<file path="src/rtl/uart_rx_axis.sv">
// UART receiver with 16x oversampling, majority-vote bit sampling and an
// AXI-Stream output FIFO. tuser carries {parity_err, frame_err} per word.
module uart_rx_axis #(
    parameter int CLK_FREQ   = 100_000_000,
    parameter int BAUD       = 115200,
    parameter int DATA_BITS  = 8,
    parameter int PARITY     = 0,
    parameter int STOP_BITS  = 1,
    parameter int FIFO_DEPTH = 4
) (
    input  logic                 clk,
    input  logic                 rst,
    input  logic                 rx,
    output logic [DATA_BITS-1:0] m_axis_tdata,
    output logic [1:0]           m_axis_tuser,
    output logic                 m_axis_tvalid,
    input  logic                 m_axis_tready,
    output logic                 overrun,
    output logic                 busy
);

    localparam int OSR_DIV = CLK_FREQ / (BAUD * 16);
    localparam int DW      = $clog2(OSR_DIV + 1);
    localparam int AW      = $clog2(FIFO_DEPTH);
    localparam int CW      = AW + 1;
    localparam int EW      = DATA_BITS + 2;

    typedef enum logic [2:0] {ST_IDLE, ST_START, ST_DATA, ST_PARITY, ST_STOP} state_t;

    state_t               state, state_nxt;
    logic                 rx_m, rx_s, rx_prev;
    logic [1:0]           sync_vld;
    logic                 start_edge;
    logic [DW-1:0]        div_cnt;
    logic                 tick;
    logic [3:0]           tk;
    logic                 s7, s8, maj;
    logic [DATA_BITS-1:0] shreg;
    logic [3:0]           bit_idx;
    logic                 perr, ferr, done;
    logic                 push, pop, full, wr_en;
    logic [EW-1:0]        mem [FIFO_DEPTH];
    logic [AW-1:0]        wptr, rptr;
    logic [CW-1:0]        count;
    logic [EW-1:0]        head;

    // Two-flop synchronizer; sync_vld marks when rx_s holds a real line value
    // rather than its reset value, so a line low at reset release is no edge.
    always_ff @(posedge clk or posedge rst) begin
        if (rst) begin
            rx_m     <= 1'b1;
            rx_s     <= 1'b1;
            rx_prev  <= 1'b0;
            sync_vld <= 2'b00;
        end else begin
            rx_m     <= rx;
            rx_s     <= rx_m;
            rx_prev  <= sync_vld[1] ? rx_s : 1'b0;
            sync_vld <= {sync_vld[0], 1'b1};
        end
    end

    assign start_edge = rx_prev & ~rx_s;
    assign tick       = (div_cnt == DW'(OSR_DIV - 1));
    assign maj        = (s7 & s8) | (s7 & rx_s) | (s8 & rx_s);

    // Oversample divider and tick-in-bit counter, both realigned on start
    always_ff @(posedge clk or posedge rst) begin
        if (rst) begin
            div_cnt <= '0;
            tk      <= '0;
        end else if (state == ST_IDLE && start_edge) begin
            div_cnt <= '0;
            tk      <= '0;
        end else if (tick) begin
            div_cnt <= '0;
            tk      <= tk + 4'd1;
        end else begin
            div_cnt <= div_cnt + DW'(1);
        end
    end

    // FSM state register
    always_ff @(posedge clk or posedge rst) begin
        if (rst) state <= ST_IDLE;
        else     state <= state_nxt;
    end

    // FSM next-state logic; bit boundaries fall on tick 15, decisions on tick 9
    always_comb begin
        state_nxt = state;
        case (state)
            ST_IDLE:   if (start_edge) state_nxt = ST_START;
            ST_START: begin
                if (tick && tk == 4'd9 && maj) state_nxt = ST_IDLE;
                else if (tick && tk == 4'd15)  state_nxt = ST_DATA;
            end
            ST_DATA:
                if (tick && tk == 4'd15 && bit_idx == 4'(DATA_BITS - 1))
                    state_nxt = (PARITY != 0) ? ST_PARITY : ST_STOP;
            ST_PARITY: if (tick && tk == 4'd15) state_nxt = ST_STOP;
            ST_STOP:   if (done) state_nxt = ST_IDLE;
            default:   state_nxt = ST_IDLE;
        endcase
    end

    // FSM outputs: busy flag and the FIFO push one clock after the last stop sample
    always_comb begin
        busy = (state != ST_IDLE);
        push = (state == ST_STOP) && done;
    end

    // Frame datapath: majority samples, shift register, error flags, bit counter
    always_ff @(posedge clk or posedge rst) begin
        if (rst) begin
            s7      <= 1'b1;
            s8      <= 1'b1;
            shreg   <= '0;
            bit_idx <= '0;
            perr    <= 1'b0;
            ferr    <= 1'b0;
            done    <= 1'b0;
        end else if (state == ST_IDLE) begin
            bit_idx <= '0;
            perr    <= 1'b0;
            ferr    <= 1'b0;
            done    <= 1'b0;
        end else if (tick) begin
            if (tk == 4'd7) s7 <= rx_s;
            if (tk == 4'd8) s8 <= rx_s;
            case (state)
                ST_DATA: begin
                    if (tk == 4'd9) shreg <= {maj, shreg[DATA_BITS-1:1]};
                    if (tk == 4'd15)
                        bit_idx <= (bit_idx == 4'(DATA_BITS - 1)) ? 4'd0 : bit_idx + 4'd1;
                end
                ST_PARITY:
                    if (tk == 4'd9)
                        perr <= (PARITY == 1) ? (^shreg ^ maj) : ~(^shreg ^ maj);
                ST_STOP: begin
                    if (tk == 4'd9) begin
                        if (!maj) ferr <= 1'b1;
                        if (bit_idx == 4'(STOP_BITS - 1)) done <= 1'b1;
                    end
                    if (tk == 4'd15) bit_idx <= bit_idx + 4'd1;
                end
                default: ;
            endcase
        end
    end

    assign pop   = m_axis_tvalid && m_axis_tready;
    assign full  = (count == CW'(FIFO_DEPTH));
    assign wr_en = push && (!full || pop);

    // FIFO storage; no reset so it can map onto RAM
    always_ff @(posedge clk) begin
        if (wr_en) mem[wptr] <= {ferr, perr, shreg};
    end

    // FIFO pointers, occupancy and overrun pulse
    always_ff @(posedge clk or posedge rst) begin
        if (rst) begin
            wptr    <= '0;
            rptr    <= '0;
            count   <= '0;
            overrun <= 1'b0;
        end else begin
            overrun <= push && full && !pop;
            if (wr_en) wptr <= wptr + AW'(1);
            if (pop)   rptr <= rptr + AW'(1);
            case ({wr_en, pop})
                2'b10:   count <= count + CW'(1);
                2'b01:   count <= count - CW'(1);
                default: count <= count;
            endcase
        end
    end

    // Head entry is masked when empty so outputs read zero out of reset
    assign m_axis_tvalid = (count != '0);
    assign head          = m_axis_tvalid ? mem[rptr] : '0;
    assign m_axis_tdata  = head[DATA_BITS-1:0];
    assign m_axis_tuser  = {head[DATA_BITS], head[DATA_BITS+1]};

endmodule

</file>
<file path="config.mk">
export PLATFORM = sky130hd
export DESIGN_NAME = uart_rx_axis
export DESIGN_NICKNAME = d
export VERILOG_FILES = /design/src/rtl/uart_rx_axis.sv
export SDC_FILE = /design/constraint.sdc
export NUM_CORES = 1
export LEC_CHECK = 0
export CAP_MARGIN = 20
export CELL_PAD_IN_SITES_DETAIL_PLACEMENT = 0
export CELL_PAD_IN_SITES_GLOBAL_PLACEMENT = 1
export CORE_ASPECT_RATIO = 1.75
export CORE_UTILIZATION = 54
export CTS_CLUSTER_SIZE = 20
export DETAILED_ROUTE_END_ITERATION = 8
export PLACE_DENSITY = 0.85
export SLEW_MARGIN = 30
export SYNTH_ARGS = -nofsm -noshare
export SYNTH_HDL_FRONTEND = slang
export SYNTH_SLANG_ARGS = --single-unit
</file>
<file path="constraint.sdc">
create_clock -name clk -period 5.7 [get_ports clk]
set_input_delay 0.855 -clock clk [delete_from_list [all_inputs] [get_ports clk]]
set_output_delay 0.855 -clock clk [all_outputs]
set_load 0.005 [all_outputs]
</file>
==> impl_metrics.toml, run 1 <==
[status]
status = "finished clean"

[yosys]
syn_nets = 299
synth_edf_count = 40
syn_area_um2 = 3824
synth_cell_types = 52
synth_area_per_cell_um2 = 13.51
synth_seq_cells = 83
syn-instance-count = 283
synth-async-reset-ratio = 0.5181
yosysSeqAreaShare = 0.5969
ys_warn_count = 0
synth_ff_type = "edfxtp_1"

[grt]
met1_usage = 0.2267
grt-ovfl-total = 0
grt_use_met3 = 0.04435
antenna_found_initial = 0
track_usage = 0.2078
grt_use_met2 = 0.3732
grt_pass1_wl_mm = 11.16
grt_pass1_vias = 2269
grt.busiest_layer = "met2"
grt_start_max_net_pins = 44

[clocking]
postCtsHoldBufs = 0
cts_setup_buffers = 0
root_buffer = "clkbuf_16"
htreeDepth = 3
path_clk_slew_ps = 60
clk_latency_ps = 330
postCtsResizedCells = 0
cts_tree = "built"
cts_buffers = 9
cts.path.max_buffers = 2
clock-sinks = 83

[final_layout]
fin_nets = 317
regArea_um2 = 2282
nFillCells = 542
n_antenna_cell = 0
drive_gt1_frac = 0.1601
fin_util = 0.6312
areaGrowthSynthToFinish_pct = 13.19
multi_input_area_um2 = 1420

[sta]
fin_hold_ws_ps = 349.1
setup_ws_ps = 2522
fmax_mhz = 314.7
worstMarginPinSlew_ps = 687.4
post-route-period-util = 0.5575
tns_ps = 0
slew_viol_final = 0
setup_viol = 0
fin_crit_ps = 3178
maxSlewHeadroom = 0.5417
clock_skew_ps = 5.312
rsz0062_at_grt = "false"
hold_violations = 0

[min_path]
hold_path.class = "flop to flop"

[critical_path]
end_kind = "output pin"
arrival_ps = 2320
cp_data_required_time_ps = 4850
crit_fanout = 12
cp-start-kind = "flop"
crit_type = "flop to output pin"

[floorplanning]
core_um2 = 6857
die_w_um = 65.61
std_cell_rows = 40
die_h_um = 113.3
dieArea_um2 = 7435
io_pins = 17
start_util = 0.5577

[power_and_ir_drop]
power.leakage_nw = 1.776
p_per_area_nw_per_um2 = 356.7
peakVddDrop_mv = 0.2623

[run]
maxCapViolCount = 0

[drt]
route.detailed.drc = 0
dr.pass1.iters = 4
drtIter0Drc = 98
routed_via_density = 5.636
wire_per_inst_um = 16.94
antenna_left = 0
finalWirelength_mm = 6.608
route.vias.total = 2198

[place]
place_hpwl_mm = 4.554
gp_congestion = 0.7801
io_buffers = 16
post-place-ws_ps = 2844
-- cell families after synthesis --
family | count (synthesis) | share of synthesized area
compound gates | 41 | 0.07003
xor+xnor | 20 | 0.04581
fa+ha+maj | 12 | 0.04123
buf+inv | 27 | 0.03174
flops | 83 | 0.5969
mux | 19 | 0.08541
other cells | 1 | 0.0009807
simple gates | 80 | 0.1279
-- stage by stage --
stage,cell area [um^2],power [mW],cells
3_5_place_dp,4039,1.020,374
6_report,4328,1.544,390
5_1_grt,4328,1.617,390
2_1_floorplan,3824,0.9537,283
4_1_cts,4328,1.563,390
3_3_place_gp,4039,1.009,374
-- layer usage --
metal	part of all wire	wire length, um
met5	0	0
met4	0.015	97
met3	0.023	149
met2	0.59	3919
met1	0.37	2441
-- synth_stat cells, drive strengths merged, types with 3 or more instances --
cell type,number,share of area
mux4,10,0.059
nor2,20,0.020
nor3,3,0.0098
ha,11,0.036
o21ai,13,0.017
dfstp,4,0.027
clkbuf,4,0.0039
a211oi,3,0.0072
dfrtp,39,0.26
edfxtp,40,0.31
nand3,8,0.014
xor2,5,0.011
inv,17,0.017
mux2,9,0.027
nand2,16,0.016
a31oi,3,0.0049
xnor2,15,0.034
and2,18,0.030
a2bb2oi,3,0.0069
buf,6,0.011
a21oi,7,0.0092
-- state kept, by name, indices dropped and copies added, names as in the netlist, 2 cells and up --
signal,flops
rptr,2
tk,4
bit_idx,4
shreg,8
wptr,2
div_cnt,6
state,3
count,3
mem,40
sync_vld,2
-- critical path: stages (launching register included) --
cell and delay, ps:
dfrtp_1 790, mux4_2 610, and2_1 170, clkdlybuf4s50_1 430
-- path summary, 6_finish.rpt --
kind                             start  depth (start not counted)               to  slack [ps]
setup / recovery               rptr[0]                          3  m_axis_tdata[0]        2520
hold reg to reg            sync_vld[0]                          0      sync_vld[1]         350
hold / removal             sync_vld[0]                          0      sync_vld[1]         350
setup reg to reg              state[2]                          3        mem[1][2]        3130
min in group asynchronous          rst                          3      sync_vld[1]         980
max in group asynchronous          rst                          3             ferr        4340
-- power by group --
group	switching, mW	internal [mW]	total, mW
Combinational	0.102	0.128	0.229
Sequential	0.103	0.670	0.772
Clock	0.231	0.311	0.542
-- layout by cell type (no fill, tap or decap), types with 9 or more instances in the layout --
cell | Yosys | layout
edfxtp_1 | 40 | 40
nand2_1 | 15 | 15
ha_1 | 11 | 11
dfrtp_1 | 39 | 39
o21ai_0 | 11 | 11
clkbuf_16 | 0 | 9
nor2_1 | 20 | 20
clkdlybuf4s50_1 | 0 | 16
and2_1 | 16 | 16
mux4_2 | 10 | 10
inv_1 | 17 | 16
mux2_2 | 9 | 9
xnor2_1 | 15 | 15
-- layout make-up --
type	instances	area share
sequential	83	0.5273
clock inverter	6	0.01156
inverter	17	0.01474
multi-input combinational	173	0.3281
timing repair buffer	17	0.03874
tap	84	0.02428
clock buffer	10	0.05522
No activity file was read; power rests on OpenSTA's default activity.
==> run 2, diff against run 1 <==
--- a/config.mk
+++ b/config.mk
@@ -9,10 +9,10 @@
 export CELL_PAD_IN_SITES_DETAIL_PLACEMENT = 0
 export CELL_PAD_IN_SITES_GLOBAL_PLACEMENT = 1
 export CORE_ASPECT_RATIO = 1.75
-export CORE_UTILIZATION = 54
+export CORE_UTILIZATION = 50
 export CTS_CLUSTER_SIZE = 20
 export DETAILED_ROUTE_END_ITERATION = 8
-export PLACE_DENSITY = 0.85
+export PLACE_DENSITY = 0.8
 export SLEW_MARGIN = 30
 export SYNTH_ARGS = -nofsm -noshare
 export SYNTH_HDL_FRONTEND = slang
==> constraint.sdc (replaced) <==
create_clock -name clk -period 3.3 [get_ports clk]
set_input_delay 0.495 -clock clk [delete_from_list [all_inputs] [get_ports clk]]
set_output_delay 0.495 -clock clk [all_outputs]
set_load 0.005 [all_outputs]
==> run 2 against run 1 <==
  * Cell area stayed put
  * Global-route usage is 3.0 points lower
  * Routed wire length is 6.7% lower
  * Combinational power is 74% higher
  * Critical endpoint is now m_axis_tdata[3]
  * Sequential share of layout area stayed put
  * Register-to-register slack worse by 2200 ps
  * Highest routed layer unchanged
  * Total power is 72% higher
  * Sequential cell count stayed put
  * Sequential power is 72% higher
==> impl_metrics.toml, run 2 (synthesized netlist as in run 1, its figures left out) <==
[status]
status = "finished clean"

[clocking]
cts_buffers = 9
cts_setup_buffers = 0
path_clk_slew_ps = 60
clk_latency_ps = 330
htreeDepth = 3
clock-sinks = 83
postCtsResizedCells = 0
cts_tree = "built"
root_buffer = "clkbuf_16"
cts.path.max_buffers = 2
postCtsHoldBufs = 0

[grt]
grt_pass1_vias = 2146
grt-ovfl-total = 0
track_usage = 0.1778
antenna_found_initial = 0
grt_pass1_wl_mm = 10.36
grt_start_max_net_pins = 26

[final_layout]
top_regs = "mem x40, shreg x8, div_cnt x6"
drive_gt1_frac = 0.1596
final_common_cell = "edfxtp_1"
final_cell_mix = "40 x edfxtp_1, 39 x dfrtp_1, 20 x nor2_1"
n_antenna_cell = 0
areaGrowthSynthToFinish_pct = 13.19
finalNonFillerCells = 393
largest_reg_flops = 40
fin_nets = 318
top_register = "mem"

[drt]
dr.pass1.iters = 4
finalWirelength_mm = 6.166
route.vias.total = 2151
routed_via_density = 5.473
antenna_left = 0
wire_per_inst_um = 15.69
drtIter0Drc = 92
route.detailed.drc = 0

[critical_path]
arrival_ps = 2310
path_cells = "mux4_2, and2_1, clkdlybuf4s50_1"
r2r_cells = 7
crit_type = "flop to output pin"
critPathBufInv = 1
cp_data_required_time_ps = 2800
cp-start-kind = "flop"
r2r_start = "state[1]"
crit_fanout = 12
r2r_slack_ps = 960
end_kind = "output pin"
crit_family = "flip-flops"
timing.rr.end = "count[2]"
max_stage_delay_ps = 790
cp_slowest_cell = "dfrtp_1"

[min_path]
min-delay-start = "sync_vld[0]"
worstHoldEndpoint = "sync_vld[1]"
hold_depth = 0
hold_path.class = "flop to flop"

[sta]
clock_skew_ps = 6.103
post-route-period-util = 0.8503
fin_hold_ws_ps = 348.3
maxSlewHeadroom = 0.5338
worstMarginPinSlew_ps = 699.2
fin_crit_ps = 2806
setup_viol = 0
fmax_mhz = 356.4
hold_violations = 0
tns_ps = 0
slew_viol_final = 0
rsz0062_at_grt = "false"

[run]
maxCapViolCount = 0

[floorplanning]
start_util = 0.5249
std_cell_rows = 41
die_h_um = 117.7
io_pins = 17
dieArea_um2 = 8015
die_w_um = 68.11
core_um2 = 7284

[place]
dp_cells = 377
io_buffers = 16
gp_congestion = 0.7821
place_hpwl_mm = 4.388

[power_and_ir_drop]
power.leakage_nw = 1.772
p_per_area_nw_per_um2 = 612.8
peakVddDrop_mv = 0.5662
[run 2: layout make-up]
cell class                      count  area [um^2]
Clock buffer                       11        242.7
Clock inverter                      5        36.28
Fill cell                         585         2957
Inverter                           17        63.81
Multi-Input combinational cell    173         1420
Sequential cell                    83         2282
Tap cell                           86        107.6
Timing Repair Buffer               18        175.2
[run 2: power breakdown]
part	total (mW)	internal [mW]	switching [mW]
clock	0.918	0.531	0.387
sequential	1.33	1.16	0.178
combinational	0.399	0.221	0.179
total	2.65	1.91	0.743
[run 2: worst max-delay path by stage]
stage | from | endpoint | slack, ps | cells past startpoint
5_1_grt | rptr[0] | m_axis_tdata[2] | 300 | 3
3_5_place_dp | rptr[0] | m_axis_tdata[3] | 790 | 3
4_1_cts | rptr[0] | m_axis_tdata[3] | 420 | 3
3_3_place_gp | m_axis_tready | count[2] | 830 | 6
6_report | rptr[0] | m_axis_tdata[3] | 490 | 3
2_1_floorplan | count[0] | count[2] | 1190 | 8
[run 2: routing by layer]
metal / wire length [um] / global-route usage
met1: 2510 / 0.2064
met4: 110 / 0.08724
met3: 134 / 0.04651
met2: 3411 / 0.2917
met5: 0 / 0
[run 2: through the flow]
step | cell area (um^2) | setup slack, ps | total power [mW] | util
after floorplan | 3824 | 1190 | 1.647 | -
after global placement | 4049 | 827.2 | 1.747 | 0.5558
after global routing | 4328 | 304.4 | 2.792 | 0.5941
final | 4328 | 494.0 | 2.652 | 0.5941
after detailed placement | 4049 | 789.4 | 1.765 | 0.5558
after CTS | 4328 | 424.4 | 2.687 | 0.5941
[run 2: worst register-to-register path, delay by kind of cell (launching register included)]
| family | cells | cell delay, ps |
|---|---|---|
| DFF | 1 | 610 |
| buffers and inverters | 1 | 190 |
| adders and majority gates | 1 | 440 |
| AOI/OAI and AO/OA | 2 | 280 |
| and+or+nand+nor | 3 | 700 |
